### src/rtl/enemy_laser_if.sv
// rtl/enemy_laser_if.sv - fire request handshake between invader formation and enemy laser
interface enemy_laser_if;
    logic       fire_i;
    logic [9:0] fire_x_i;
    logic [9:0] fire_y_i;
    logic       fire_ack_o;

    modport master (
        output fire_i,
        output fire_x_i,
        output fire_y_i,
        input  fire_ack_o
    );

    modport slave (
        input  fire_i,
        input  fire_x_i,
        input  fire_y_i,
        output fire_ack_o
    );
endinterface

### src/rtl/enemy_laser.sv
// rtl/enemy_laser.sv - single enemy projectile: fire acceptance, fall, player collision, cooldown
module enemy_laser #(
    parameter int speed_p         = 4,
    parameter int laser_w_p       = 3,
    parameter int laser_h_p       = 10,
    parameter int player_top_p    = 440,
    parameter int player_bottom_p = 460,
    parameter int bottom_border_p = 479,
    parameter int cooldown_p      = 30
) (
    input  logic        clk_i,
    input  logic        reset_i,
    input  logic        clear_i,
    input  logic        frame_i,
    input  logic        pause_i,
    enemy_laser_if.slave fire_if,
    input  logic [9:0]  player_left_i,
    input  logic [9:0]  player_right_i,
    input  logic        player_alive_i,
    output logic        hit_o,
    output logic        laser_active_o,
    output logic [9:0]  laser_x_o,
    output logic [9:0]  laser_y_o,
    output logic [2:0]  state_o
);

    typedef enum logic [2:0] {
        IDLE     = 3'b001,
        FLYING   = 3'b010,
        COOLDOWN = 3'b100
    } state_t;

    localparam int cnt_w = (cooldown_p > 0) ? $clog2(cooldown_p + 1) : 1;

    localparam logic [10:0] w_m1_c   = 11'(laser_w_p - 1);
    localparam logic [10:0] h_m1_c   = 11'(laser_h_p - 1);
    localparam logic [10:0] top_c    = 11'(player_top_p);
    localparam logic [10:0] bot_c    = 11'(player_bottom_p);
    localparam logic [10:0] border_c = 11'(bottom_border_p);
    localparam logic [10:0] speed_c  = 11'(speed_p);
    localparam logic [cnt_w-1:0] cool_c = cnt_w'(cooldown_p);
    localparam logic [cnt_w-1:0] one_c  = cnt_w'(1);

    state_t             state_q, state_n;
    logic [9:0]         x_q, x_n, y_q, y_n;
    logic [cnt_w-1:0]   cnt_q, cnt_n;
    logic               active_q, active_n;
    logic               ack, hit, tick, overlap;
    logic [10:0]        x_ext, y_ext, y_step;

    assign x_ext  = {1'b0, x_q};
    assign y_ext  = {1'b0, y_q};
    assign y_step = y_ext + speed_c;
    assign tick   = frame_i & ~pause_i;

    // Collision window uses the position the laser held during the frame just ended.
    assign overlap = (x_ext <= {1'b0, player_right_i}) &&
                     (x_ext + w_m1_c >= {1'b0, player_left_i}) &&
                     (y_ext + h_m1_c >= top_c) &&
                     (y_ext <= bot_c) &&
                     player_alive_i;

    always_comb begin
        state_n = state_q;
        x_n     = x_q;
        y_n     = y_q;
        cnt_n   = cnt_q;
        ack     = 1'b0;
        hit     = 1'b0;
        case (state_q)
            IDLE: begin
                if (fire_if.fire_i && !pause_i) begin
                    ack     = 1'b1;
                    x_n     = fire_if.fire_x_i;
                    y_n     = fire_if.fire_y_i;
                    state_n = FLYING;
                end
            end
            FLYING: begin
                if (tick) begin
                    if (overlap) begin
                        hit     = 1'b1;
                        state_n = COOLDOWN;
                        cnt_n   = cool_c;
                    end else if (y_step + h_m1_c > border_c) begin
                        state_n = COOLDOWN;
                        cnt_n   = cool_c;
                    end else begin
                        y_n = y_step[9:0];
                    end
                end
            end
            COOLDOWN: begin
                // A zero count on entry only happens when cooldown_p is 0.
                if (!pause_i) begin
                    if (cnt_q == '0) begin
                        state_n = IDLE;
                    end else if (frame_i) begin
                        cnt_n = cnt_q - one_c;
                        if (cnt_q == one_c) state_n = IDLE;
                    end
                end
            end
            default: state_n = IDLE;
        endcase
        if (clear_i) begin
            state_n = IDLE;
            x_n     = '0;
            y_n     = '0;
            cnt_n   = '0;
            ack     = 1'b0;
            hit     = 1'b0;
        end
        active_n = (state_n == FLYING);
    end

    always_ff @(posedge clk_i or posedge reset_i) begin
        if (reset_i) begin
            state_q  <= IDLE;
            x_q      <= '0;
            y_q      <= '0;
            cnt_q    <= '0;
            active_q <= 1'b0;
        end else begin
            state_q  <= state_n;
            x_q      <= x_n;
            y_q      <= y_n;
            cnt_q    <= cnt_n;
            active_q <= active_n;
        end
    end

    assign fire_if.fire_ack_o = ack & ~reset_i;
    assign hit_o              = hit & ~reset_i;
    assign laser_active_o     = active_q;
    assign laser_x_o          = x_q;
    assign laser_y_o          = y_q;
    assign state_o            = state_q;

endmodule

### src/flat_wrapper.sv
// flat-port wrapper written by rule: the top's interface ports become plain ports
module enemy_laser_flat 
#(
    parameter int speed_p         = 4,
    parameter int laser_w_p       = 3,
    parameter int laser_h_p       = 10,
    parameter int player_top_p    = 440,
    parameter int player_bottom_p = 460,
    parameter int bottom_border_p = 479,
    parameter int cooldown_p      = 30
)
  (clk_i, reset_i, clear_i, frame_i, pause_i, player_left_i, player_right_i, player_alive_i, hit_o, laser_active_o, laser_x_o, laser_y_o, state_o, fire_if_fire_i, fire_if_fire_x_i, fire_if_fire_y_i, fire_if_fire_ack_o);
  enemy_laser_if fire_if_i ();
  input  logic clk_i;
  input  logic reset_i;
  input  logic clear_i;
  input  logic frame_i;
  input  logic pause_i;
  input  logic [9:0] player_left_i;
  input  logic [9:0] player_right_i;
  input  logic player_alive_i;
  output logic hit_o;
  output logic laser_active_o;
  output logic [9:0] laser_x_o;
  output logic [9:0] laser_y_o;
  output logic [2:0] state_o;
  input wire logic [$bits(fire_if_i.fire_i)-1:0] fire_if_fire_i;
  input wire logic [$bits(fire_if_i.fire_x_i)-1:0] fire_if_fire_x_i;
  input wire logic [$bits(fire_if_i.fire_y_i)-1:0] fire_if_fire_y_i;
  output wire logic [$bits(fire_if_i.fire_ack_o)-1:0] fire_if_fire_ack_o;
  assign fire_if_i.fire_i = fire_if_fire_i;
  assign fire_if_i.fire_x_i = fire_if_fire_x_i;
  assign fire_if_i.fire_y_i = fire_if_fire_y_i;
  assign fire_if_fire_ack_o = fire_if_i.fire_ack_o;
  enemy_laser #(.speed_p(speed_p), .laser_w_p(laser_w_p), .laser_h_p(laser_h_p), .player_top_p(player_top_p), .player_bottom_p(player_bottom_p), .bottom_border_p(bottom_border_p), .cooldown_p(cooldown_p)) u_core (.clk_i(clk_i), .reset_i(reset_i), .clear_i(clear_i), .frame_i(frame_i), .pause_i(pause_i), .fire_if(fire_if_i), .player_left_i(player_left_i), .player_right_i(player_right_i), .player_alive_i(player_alive_i), .hit_o(hit_o), .laser_active_o(laser_active_o), .laser_x_o(laser_x_o), .laser_y_o(laser_y_o), .state_o(state_o));
endmodule
### config.mk
export PLATFORM = sky130hd
export DESIGN_NAME = enemy_laser_flat
export DESIGN_NICKNAME = d
export VERILOG_FILES = /design/src/rtl/enemy_laser_if.sv /design/src/rtl/enemy_laser.sv /design/src/flat_wrapper.sv
export SDC_FILE = /design/constraint.sdc
export NUM_CORES = 1
export LEC_CHECK = 0
export CAP_MARGIN = 15
export CORE_UTILIZATION = 50
export DETAILED_ROUTE_END_ITERATION = 10
export GPL_ROUTABILITY_DRIVEN = 0
export HOLD_SLACK_MARGIN = 0.15
export PLACE_DENSITY = 0.89
export SETUP_SLACK_MARGIN = 0.15
export SLEW_MARGIN = 10
export SYNTH_ARGS = -nofsm -noshare
export SYNTH_HDL_FRONTEND = slang
export SYNTH_SLANG_ARGS = --single-unit
### constraint.sdc
create_clock -name clk_i -period 4.36 [get_ports clk_i]
set_clock_uncertainty 0.05 [all_clocks]
set_input_delay 1.308 -clock clk_i [delete_from_list [all_inputs] [get_ports clk_i]]
set_output_delay 1.308 -clock clk_i [all_outputs]
set_load 0.02 [all_outputs]
# ---- Word-level counts from Yosys, hierarchy flattened
# Index checks and enable logic that the tools add are counted.
dict set report op_classes {
  bitwise_logic 5
  reduce_logical 14
  n_mux 34
  n_eq_ne 13
  add_sub_neg 5
  n_lt_le_gt_ge 5
}
# op n
set op_table {}
lappend op_table {{$mux 10} 8}
lappend op_table {{$mux 5} 7}
lappend op_table {{$mux 3} 9}
lappend op_table {{$pmux 10 s2} 1}
lappend op_table {{$ne 3x3->1 const B} 5}
lappend op_table {{$add 10x2->11 const B} 1}
lappend op_table {{$add 10x3->11 const B} 1}
lappend op_table {{$add 10x4->11 const B} 1}
lappend op_table {{$add 11x4->11 const B} 1}
lappend op_table {{$ge 11x10->1} 1}
lappend op_table {{$ge 11x9->1 const B} 1}
lappend op_table {{$gt 11x9->1 const B} 1}
lappend op_table {{$le 10x10->1} 1}
lappend op_table {{$le 10x9->1 const B} 1}
lappend op_table {{$pmux 5 s2} 1}
lappend op_table {{$pmux 3 s3} 1}
lappend op_table {{$mux 1} 7}
lappend op_table {{$eq 3x2->1 const B} 2}
lappend op_table {{$ne 3x2->1 const B} 2}
lappend op_table {{$reduce_and 6->1} 1}
lappend op_table {{$reduce_bool 3->1} 2}
lappend op_table {{$eq 5x1->1 const B} 1}
lappend op_table {{$logic_and 1x1->1} 5}
lappend op_table {{$logic_not 5->1} 1}
lappend op_table {{10 further kinds} 14}
dict set report totals {
  register_bits 29
}

# ---- Depth between registers and ports, before layout
dict set report depth {
  depth_word 11
  mapped_depth 13
  ltp_nobuf 12
}

# ---- Worst setup path after synthesis
# No wires, ideal clock.
dict set report synth_path {
  path_type {in2out}
  startpoint {in player_right_i[4]}
  endpoint {out hit_o}
  n_path_buf 0
  arrival_time_ns 3.142
  slack_ns -0.140
  stages 8
  path_cell_list {inv_1 -> ha_1 -> and4_1 -> a21oi_1 -> a31oi_1 -> o32ai_1 -> nand4b_1 -> nor4_1}
}
dict set report synth_via {
  elab_chain_len 10
}
# element line
set synth_lines {}
lappend synth_lines {{start: declaration} flat_wrapper.sv:20} ;# input logic [9:0] player_right_i;
lappend synth_lines {{$le 10x10->1} enemy_laser.sv:57} ;# assign overlap = (x_ext <= {1'b0, player_right_i}) &&
lappend synth_lines {{$logic_and 1x1->1} enemy_laser.sv:57}
lappend synth_lines {{$logic_and 1x1->1} enemy_laser.sv:58} ;# (x_ext + w_m1_c >= {1'b0, player_left_i}) &&
lappend synth_lines {{$logic_and 1x1->1} enemy_laser.sv:59} ;# (y_ext + h_m1_c >= top_c) &&
lappend synth_lines {{$logic_and 1x1->1} enemy_laser.sv:60} ;# (y_ext <= bot_c) &&
lappend synth_lines {{$mux 1} enemy_laser.sv:81} ;# if (overlap) begin
lappend synth_lines {{$mux 1} enemy_laser.sv:80} ;# if (tick) begin
lappend synth_lines {{$mux 1} enemy_laser.sv:70} ;# case (state_q)
lappend synth_lines {{$mux 1} enemy_laser.sv:106} ;# if (clear_i) begin
lappend synth_lines {{$and 1x1->1} enemy_laser.sv:134} ;# assign hit_o = hit & ~reset_i;
lappend synth_lines {{end: declaration} flat_wrapper.sv:22} ;# output logic hit_o;
# Every way passes these cells.

# ---- Final worst setup path
dict set report layout_path {
  startpoint {in player_left_i[3]}
  endpoint {out hit_o}
}
dict set report layout_via {
  elab_chain_len 10
}
# element line
set layout_lines {}
lappend layout_lines {{start: declaration} flat_wrapper.sv:19} ;# input logic [9:0] player_left_i;
lappend layout_lines {{$ge 11x10->1} enemy_laser.sv:58}
lappend layout_lines {{$logic_and 1x1->1} enemy_laser.sv:57}
lappend layout_lines {{$logic_and 1x1->1} enemy_laser.sv:58}
lappend layout_lines {{$logic_and 1x1->1} enemy_laser.sv:59}
lappend layout_lines {{$logic_and 1x1->1} enemy_laser.sv:60}
lappend layout_lines {{$mux 1} enemy_laser.sv:81}
lappend layout_lines {{$mux 1} enemy_laser.sv:80}
lappend layout_lines {{$mux 1} enemy_laser.sv:70}
lappend layout_lines {{$mux 1} enemy_laser.sv:106}
lappend layout_lines {{$and 1x1->1} enemy_laser.sv:134}
# Every way passes these cells.

==> reports/metrics.yaml <==
run_status:
  outcome: "finished, violations left"
  violations: "setup timing"
detailed_routing:
  vias: 3280
  drt_iter0_markers: 430
  vias_per_cell: 6.34
  routed_wirelength_um: 9510
  wire_per_inst_um: 18.4
  drc: 0
  firstDrtPassIters: 6
  ant_nets: 0
logic_synthesis:
  synthTopCellsByArea: "dfrtp_1 25%, ha_1 13%, nand2_1 6.2%"
  avgSynthCellArea_um2: 7.98
  synth_cells: 357
  synth_nets: 433
  synth.distinct_cells: 64
  syn_area_mm2: 0.00285
  synth.most_common_cell: "nand2_1"
  synth_commonest_cells: "47 x nand2_1, 33 x a21oi_1, 33 x inv_1, 29 x ha_1, 28 x dfrtp_1"
  yosysWarningCount: 0
  synth-edff-count: 0
  synth_top_area_share: 0.246
  ys_seq_area_frac: 0.255
  synth-seq-cells: 29
  yosysTopAreaCell: "dfrtp_1"
  ys.flop_type: "dfrtp_1"
  ys_async_sr_fraction: 1.00
sta:
  grt_setup_unrepaired: "yes"
  final.min_clock_period_ns: 4.36
  hold_violations: 0
  tns_ns: -0.00189
  relSlewSlack: 0.428
  period_share: 1.00
  drv_slew: 0
  fmax_mhz: 229
  fin_ws_ns: -0.00189
  finalSetupViolCount: 1
  tightest_slew_ns: 0.857
critical_path:
  endpoint: "hit_o"
  cp-end-kind: "primary output"
  path_class: "primary input to primary output"
  worstPathRequired_ns: 3.00
  rr_worst_depth: 13
  cp.arrival_ns: 3.00
  rr_startpoint: "u_core.laser_x_o[3]"
  worstPathMaxFanout: 2
  critPathLaunch: "player_left_i[3]"
  reg2reg_to: "u_core.cnt_q[1]"
  r2r_slack_ns: 0.87
  worstSetupStartpointType: "primary input"
clock_tree:
  clock_path_buffers: 2
  cts_tree: "yes"
  clock_sinks: 29
  hold_buffers: 0
  cts_buffers: 5
  clk_latency_ns: 0.29
  htreeDepth: 2
  clkTransAtPathRegs_ns: 0.06
  clockRootBuffer: "clkbuf_8"
floorplan:
  die_w_um: 77.5
  ios: 73
  die_area_mm2: 0.00600
  start_util: 0.517
  die_height_um: 77.5
  core.rowCount: 27
  fp.coreArea_mm2: 0.00551
layout:
  fin_cells: 517
  syn_to_final_growth_pct: 45.5
  antennaDiodeCount: 0
  drive_above_1_share: 0.236
  final_nets: 520
  post-route-util: 0.753
global_route:
  grt_pass1_vias: 3168
  antenna_found_initial: 0
  grt_pass1_wl_um: 15100
  track_usage: 0.315
  grt_remaining_overflow: 0
  grt_max_degree: 26
placement:
  port_buffers: 72
  dp_hpwl_um: 6270
  placed_cells: 506
run:
  cap_violations: 0
worst_hold_path:
  holdCritPathClass: "flop to flop"
power:
  max-vdd-ir-drop_uv: 199
  power.total_uw: 866
  leakage_uw: 0.00166
  p_per_area_mw_per_mm2: 209
-- how the worst min path moves through the flow --
stage | startpoint | end | cells past startpoint
floorplan | u_core.cnt_q[2] | u_core.cnt_q[2] | 1
global placement | u_core.laser_x_o[0] | u_core.laser_x_o[0] | 2
detailed placement | u_core.laser_x_o[0] | u_core.laser_x_o[0] | 2
CTS | u_core.laser_x_o[0] | u_core.laser_x_o[0] | 2
global route | u_core.laser_x_o[0] | u_core.laser_x_o[0] | 2
finish | u_core.laser_x_o[0] | u_core.laser_x_o[0] | 2
-- cell families (layout without fill, tap and decap cells) --
kind of cell / after synthesis / in the layout / share of synthesized area
AND/OR/NAND/NOR: 124 / 124 / 0.227
AO/OA/AOI/OAI: 110 / 110 / 0.276
buffers and inverters: 52 / 140 / 0.0738
adder cells (fa/ha/maj): 29 / 29 / 0.127
flip-flops: 29 / 29 / 0.255
XOR/XNOR: 12 / 12 / 0.0369
multiplexers: 1 / 1 / 0.00351
-- through the flow --
step,instance area [um2],hold slack (ns),setup slack [ns]
after global routing,4150,0.559,-0.0571
after detailed placement,3790,0.512,-0.907
after CTS,4050,0.524,0.0262
after floorplan,2890,0.515,0.150
final,4150,0.520,-0.00189
after global placement,3790,0.510,-0.885
-- flip-flops by register name, summed over array words and instances (netlist names) --
register and count:
u_core.laser_x_o 10, u_core.laser_y_o 10, u_core.cnt_q 5, u_core.state_o 3
u_core.laser_active_o 1
-- cell usage in the layout, fill, tap and decap left out, drive strengths merged, types with 4 or more instances in the layout --
master          n
a211oi          7
a21o            4
a21oi          33
a221oi          4
a31oi           8
a41oi           4
and3            4
buf            31
clkbuf         13
clkdlybuf4s50  50
dfrtp          28
dlygate4sd2     6
ha             29
inv            33
nand2          47
nand3          15
nand3b          4
nand4           6
nand4b          5
nor2            9
nor3            9
o21ai          13
o221ai          4
xnor2           9
-- critical path: stages --
cell and delay [ns]:
dlygate4sd2_1 0.24, inv_2 0.07, ha_4 0.12, nand4_1 0.07
and3_1 0.19, o21ai_1 0.09, a41oi_2 0.15, nand4b_1 0.33
nor4_4 0.26, buf_4 0.18
-- report_power, final --
group,total [uW],switching (uW),internal (uW)
registers,301,21.0,280
logic,263,134,129
clock network,302,116,186
total,866,272,594
-- final cells by class --
cell class / instances / area, um2
clock inverter: 2 / 37.5
timing repair buffer: 99 / 891
clock buffer: 6 / 82.6
inverter: 33 / 126
fill: 358 / 1360
tap: 72 / 90.1
multi-input combinational: 276 / 2190
sequential: 29 / 727
-- timing repair --
action,CTS,global route
buffers inserted,2,1
gates cloned,0,0
pin swaps,28,27
resized for setup,54,45
setup endpoints to repair,2,1
-- per-layer routing --
metal / up-vias / track usage / wire, um
met5: - / 0 / 0
met4: 0 / 0.196 / 491
met3: 55 / 0.0494 / 721
met2: 209 / 0.518 / 4640
met1: 1527 / 0.384 / 3660
li1: 1489 / - / -
No activity file was read; power rests on OpenSTA's default activity.
